### config.mk
export PLATFORM = sky130hd
export DESIGN_NAME = wishbone_cmd_master
export DESIGN_NICKNAME = d
export VERILOG_FILES = /design/src/rtl/wishbone_cmd_master.sv
export SDC_FILE = /design/constraint.sdc
export NUM_CORES = 1
export LEC_CHECK = 0
export ABC_AREA = 1
export CORE_AREA = 2 2 121 123
export CTS_CLUSTER_DIAMETER = 120
export DETAILED_ROUTE_END_ITERATION = 7
export DIE_AREA = 0 0 123 125
export GPL_TIMING_DRIVEN = 0
export HOLD_SLACK_MARGIN = 0.08
export PLACE_DENSITY_LB_ADDON = 0.15
export SYNTH_ARGS = -nofsm -noshare
export SYNTH_HDL_FRONTEND = slang
export SYNTH_SLANG_ARGS = --single-unit
### constraint.sdc
create_clock -name clk_i -period 3.7 [get_ports clk_i]
set_clock_uncertainty 0.15 [all_clocks]
set_input_delay 0.37 -clock clk_i [delete_from_list [all_inputs] [get_ports clk_i]]
set_output_delay 0.37 -clock clk_i [all_outputs]
set_load 0.05 [all_outputs]
### src/rtl/wishbone_cmd_master.sv
// Single-outstanding Wishbone master: turns command handshakes into classic
// read/write cycles and returns data or a timeout error through a response handshake.
module wishbone_cmd_master #(
   parameter int TIMEOUT_CYCLES = 16
) (
   input  logic        clk_i,
   input  logic        rst_i,
   input  logic        cmd_valid_i,
   output logic        cmd_ready_o,
   input  logic        cmd_we_i,
   input  logic [31:0] cmd_addr_i,
   input  logic [31:0] cmd_data_i,
   output logic        rsp_valid_o,
   input  logic        rsp_ready_i,
   output logic [31:0] rsp_data_o,
   output logic        rsp_err_o,
   output logic [31:0] addr_o,
   output logic        we_o,
   output logic [31:0] data_o,
   output logic        cyc_o,
   output logic        stb_o,
   input  logic [31:0] data_i,
   input  logic        ack_i
);

   // state | meaning
   // IDLE  | waiting for a command, cmd_ready_o high
   // BUS   | cyc/stb asserted, waiting for ack or timeout
   // DRAIN | cycle closed, waiting for slave to release ack or timeout
   // RESP  | response presented, waiting for rsp_ready_i
   typedef enum logic [1:0] {
      IDLE  = 2'd0,
      BUS   = 2'd1,
      DRAIN = 2'd2,
      RESP  = 2'd3
   } state_t;

   // Counter compares against TIMEOUT_CYCLES-1 so the terminal edge is the
   // TIMEOUT_CYCLES-th sample of the waiting state.
   localparam logic [15:0] LP_CNT_LAST = 16'(TIMEOUT_CYCLES - 1);

   state_t      r_state, w_state_nxt;
   logic [15:0] r_cnt, w_cnt_nxt;
   logic        r_cyc, w_cyc_nxt;
   logic        r_we, w_we_nxt;
   logic [31:0] r_addr, w_addr_nxt;
   logic [31:0] r_data, w_data_nxt;
   logic        r_rsp_valid, w_rsp_valid_nxt;
   logic [31:0] r_rsp_data, w_rsp_data_nxt;
   logic        r_rsp_err, w_rsp_err_nxt;
   logic        w_cnt_done;

   assign w_cnt_done = (r_cnt == LP_CNT_LAST);

   always_ff @(posedge clk_i or posedge rst_i) begin
      if (rst_i) begin
         r_state     <= IDLE;
         r_cnt       <= '0;
         r_cyc       <= 1'b0;
         r_we        <= 1'b0;
         r_addr      <= '0;
         r_data      <= '0;
         r_rsp_valid <= 1'b0;
         r_rsp_data  <= '0;
         r_rsp_err   <= 1'b0;
      end else begin
         r_state     <= w_state_nxt;
         r_cnt       <= w_cnt_nxt;
         r_cyc       <= w_cyc_nxt;
         r_we        <= w_we_nxt;
         r_addr      <= w_addr_nxt;
         r_data      <= w_data_nxt;
         r_rsp_valid <= w_rsp_valid_nxt;
         r_rsp_data  <= w_rsp_data_nxt;
         r_rsp_err   <= w_rsp_err_nxt;
      end
   end

   always_comb begin
      w_state_nxt     = r_state;
      w_cnt_nxt       = r_cnt;
      w_cyc_nxt       = r_cyc;
      w_we_nxt        = r_we;
      w_addr_nxt      = r_addr;
      w_data_nxt      = r_data;
      w_rsp_valid_nxt = r_rsp_valid;
      w_rsp_data_nxt  = r_rsp_data;
      w_rsp_err_nxt   = r_rsp_err;
      case (r_state)
         IDLE: begin
            if (cmd_valid_i) begin
               w_addr_nxt  = cmd_addr_i;
               w_data_nxt  = cmd_data_i;
               w_we_nxt    = cmd_we_i;
               w_cyc_nxt   = 1'b1;
               w_cnt_nxt   = '0;
               w_state_nxt = BUS;
            end
         end
         BUS: begin
            if (ack_i) begin
               w_rsp_data_nxt = r_we ? 32'd0 : data_i;
               w_rsp_err_nxt  = 1'b0;
               w_cyc_nxt      = 1'b0;
               w_we_nxt       = 1'b0;
               w_cnt_nxt      = '0;
               w_state_nxt    = DRAIN;
            end else if (w_cnt_done) begin
               w_rsp_data_nxt = '0;
               w_rsp_err_nxt  = 1'b1;
               w_cyc_nxt      = 1'b0;
               w_we_nxt       = 1'b0;
               w_cnt_nxt      = '0;
               w_state_nxt    = DRAIN;
            end else begin
               w_cnt_nxt = r_cnt + 16'd1;
            end
         end
         DRAIN: begin
            if (!ack_i) begin
               w_rsp_valid_nxt = 1'b1;
               w_state_nxt     = RESP;
            end else if (w_cnt_done) begin
               w_rsp_data_nxt  = '0;
               w_rsp_err_nxt   = 1'b1;
               w_rsp_valid_nxt = 1'b1;
               w_state_nxt     = RESP;
            end else begin
               w_cnt_nxt = r_cnt + 16'd1;
            end
         end
         RESP: begin
            if (rsp_ready_i) begin
               w_rsp_valid_nxt = 1'b0;
               w_state_nxt     = IDLE;
            end
         end
         default: w_state_nxt = IDLE;
      endcase
   end

   assign cmd_ready_o = (r_state == IDLE);
   assign rsp_valid_o = r_rsp_valid;
   assign rsp_data_o  = r_rsp_data;
   assign rsp_err_o   = r_rsp_err;
   assign addr_o      = r_addr;
   assign data_o      = r_data;
   assign we_o        = r_we;
   assign cyc_o       = r_cyc;
   assign stb_o       = r_cyc;

endmodule

==> summary.txt <==
Timing
  • # setup viols final: 0
  • Minimum clock period: 2.622 ns
  • Achievable Freq: 0.3814 GHz
  • Slew Viols, Final: 0
  • Worst-Margin Slew: 0.5706 ns
  • Final worst-path cycle share: 0.7087
  • Final TNS setup: 0 ns
  • Hold Fails Final Rpt: 0
  • Unrepaired setup endpoints after global routing: no
  • WHS: ~0.23 ns
  • Slew HR: 0.6184

Clock network
  • # clock sinks: 118
  • CTS tree: yes
  • TritonCTS Buffers: 17
  • Later-pin clock latency in the skew report: ~0.42 ns
  • Postcts setup bufs: 0
  • Root Driver: clkbuf_16
  • Level count of the clock H-tree: 4
  • Clock-pin transition on the worst setup and hold timing paths: ~0.060 ns
  • PostCTS Resize Cnt: 0
  • Max clock buf depth: 2
  • Hold-fix buffers at CTS: 0

Critical path
  • CP Max Fanout: 5
  • Required @ worst endpoint: between 3 and 4 ns
  • Setup crit end kind: primary output
  • Worst R2R Start: r_state[1]
  • R2R Setup Slk: around 1.4 ns
  • Worst Path Class, Setup: flip-flop to primary output
  • Crit path from: r_state[0]
  • Worst setup SP type: flip-flop
  • Worst endpoint data arrival time: 2.10 ns

Finish
  • Fin cells: ~1000
  • Share of layout cells above drive strength 1: 0.1615
  • Area growth, synth to finish: 51.08%
  • Leading cell type in the layout, fill and taps excluded: clkdlybuf4s50_1
  • Most frequent cells in the layout: clkdlybuf4s50_1, dfrtp_1, nand2_1, mux2_2, inv_1
  • Nets: just over 900
  • Fill cells: 1178
  • Diodes inserted: 0

Floorplanning
  • Starting density of the core: 0.3968
  • Die Height: roughly 130 um
  • Die outline width: 123 um
  • Core ar.: 14200 um2
  • Ports: a little over 200
  • FP Rows: 44
  • Die area: between 15000 and 20000 um2

GRT
  • Vias in the first global route: approximately 5100
  • GRT Total Usage: 0.2102
  • GRT Residual Overflow: 0
  • Pin count of the biggest net entering global routing: 66
  • First-pass GRT wire length: around 25000 um
  • Initial antenna violation count: 0

Synth
  • #FFs+latches synth: about 120
  • Synthesized area: between 5000 and 6000 um2
  • Sequential element share of the synthesized area: 0.5239
  • Syn_nets: slightly below 700
  • Synthesized instance count: ~580
  • Count of cell types in the netlist: 28
  • Yosys warns: 0
  • Synth Area per Inst: 9.786 um2

Drt
  • DR iter-0 viols: 268
  • Antenna viol nets, final: 0
  • WL per Instance: 15.78 um
  • Routed vias/inst: ~5
  • DR DRC count: 0
  • TritonRoute pass-1 iters: 5
  • Vias post-DR: 5008
  • Post-detailed-routing wire length: around 16000 um

Job
  • Max_cap viols: 0

Power
  • PwrDens: between 1000 and 1500 nW/um2
  • Leak: slightly below 4 nW
  • Worst IR drop on VDD: between 0.0006 and 0.0007 V
  • Overall Power: slightly below 9 mW

Worst hold path
  • Worst Hold Class: primary input to async pin

Place
  • IO buf count: about 200
  • Gpl congestion: 0.8781
  • # placed instances: ~960
  • Hpwl dp: 11360 um

Run status
  • Status: finished, final reports clean
-- cell type report --
type / instances / area [um2] / area share
plain buffers: 31 / 182.7 / 0.02145
clock buffers: 22 / 484.2 / 0.05686
clock inverters: 9 / 100.1 / 0.01175
inverters: 63 / 241.5 / 0.02836
multi-input cells: 364 / 2265 / 0.2659
flip-flops and latches: 118 / 2953 / 0.3468
well taps: 184 / 230.2 / 0.02703
repair buffers: 204 / 2059 / 0.2418
-- cell usage after synthesis --
cell	instances	area, um2
buf_4	1	7.510
o21ai_0	42	210.2
or2_1	1	6.260
ha_1	6	75.07
mux2_2	64	720.7
clkbuf_1	12	45.04
nor2_4	1	11.26
nand2_2	8	50.05
buf_2	13	65.06
and3_1	1	6.260
nand3_1	39	195.2
xor2_1	2	17.52
nor2_1	34	127.6
buf_12	1	20.02
o21ai_1	5	25.02
nand4_1	9	56.30
a21oi_1	2	10.01
nor2_2	4	25.02
o211ai_1	2	15.01
nor3_1	2	10.01
o21bai_1	1	7.510
nand3_2	1	10.01
dfrtp_1	118	2953
inv_1	61	229.0
a2bb2oi_1	32	280.3
buf_6	4	45.04
nand2_1	108	405.4
inv_2	2	7.510
-- stage by stage --
stage,utilization,instance area [um2],worst slack (ns)
after floorplan,-,5637,0.05088
after global placement,0.5561,7899,-1.701
after detailed placement,0.5584,7931,1.402
after CTS,0.5995,8516,1.065
after global routing,0.5995,8516,0.9736
final,0.5995,8516,1.078
-- registers in the layout, indices dropped and copies added, names as in the netlist --
signal,count
rsp_valid_o,1
rsp_err_o,1
r_cnt,16
rsp_data_o,32
we_o,1
data_o,32
r_state,2
cyc_o,1
addr_o,32
-- worst max-delay path, cell delays in order (launching register included) --
cell	delay, ns
dfrtp_1	0.42
inv_1	0.10
ha_1	0.28
clkdlybuf4s50_1	0.88
-- final timing paths --
| check | end | depth (start not counted) |
|---|---|---|
| hold / removal | data_o[19] | 2 |
| hold reg to reg | data_o[29] | 1 |
| min in group clk_i | data_o[29] | 1 |
| max in group asynchronous | rsp_data_o[1] | 3 |
| setup reg to reg | rsp_data_o[25] | 7 |
| setup / recovery | cmd_ready_o | 3 |
-- logic make-up after synthesis --
| group | Yosys count | share of synthesized area |
|---|---|---|
| buffers and inverters | 94 | 0.07436 |
| flip-flops | 118 | 0.5239 |
| AND/OR/NAND/NOR | 208 | 0.1603 |
| adder cells (fa/ha/maj) | 6 | 0.01332 |
| multiplexers | 64 | 0.1279 |
| XOR/XNOR | 2 | 0.003108 |
| AO/OA/AOI/OAI | 84 | 0.09722 |
-- report_power, final --
part	leakage [nW]	switching, mW	internal, mW	total (mW)
Clock	0.288	0.564	1.05	1.62
Combinational	2.20	3.18	1.75	4.92
Sequential	1.42	0.330	1.88	2.21
-- per-layer routing --
layer | GRT usage | part of all wire | vias to the layer above
met2 | 0.3325 | 0.47 | 228
met5 | 0 | 0 | -
met3 | 0.08303 | 0.092 | 27
met4 | 0.08690 | 0.024 | 0
li1 | - | - | 2364
met1 | 0.2548 | 0.42 | 2389
No activity file was read; power rests on OpenSTA's default activity.
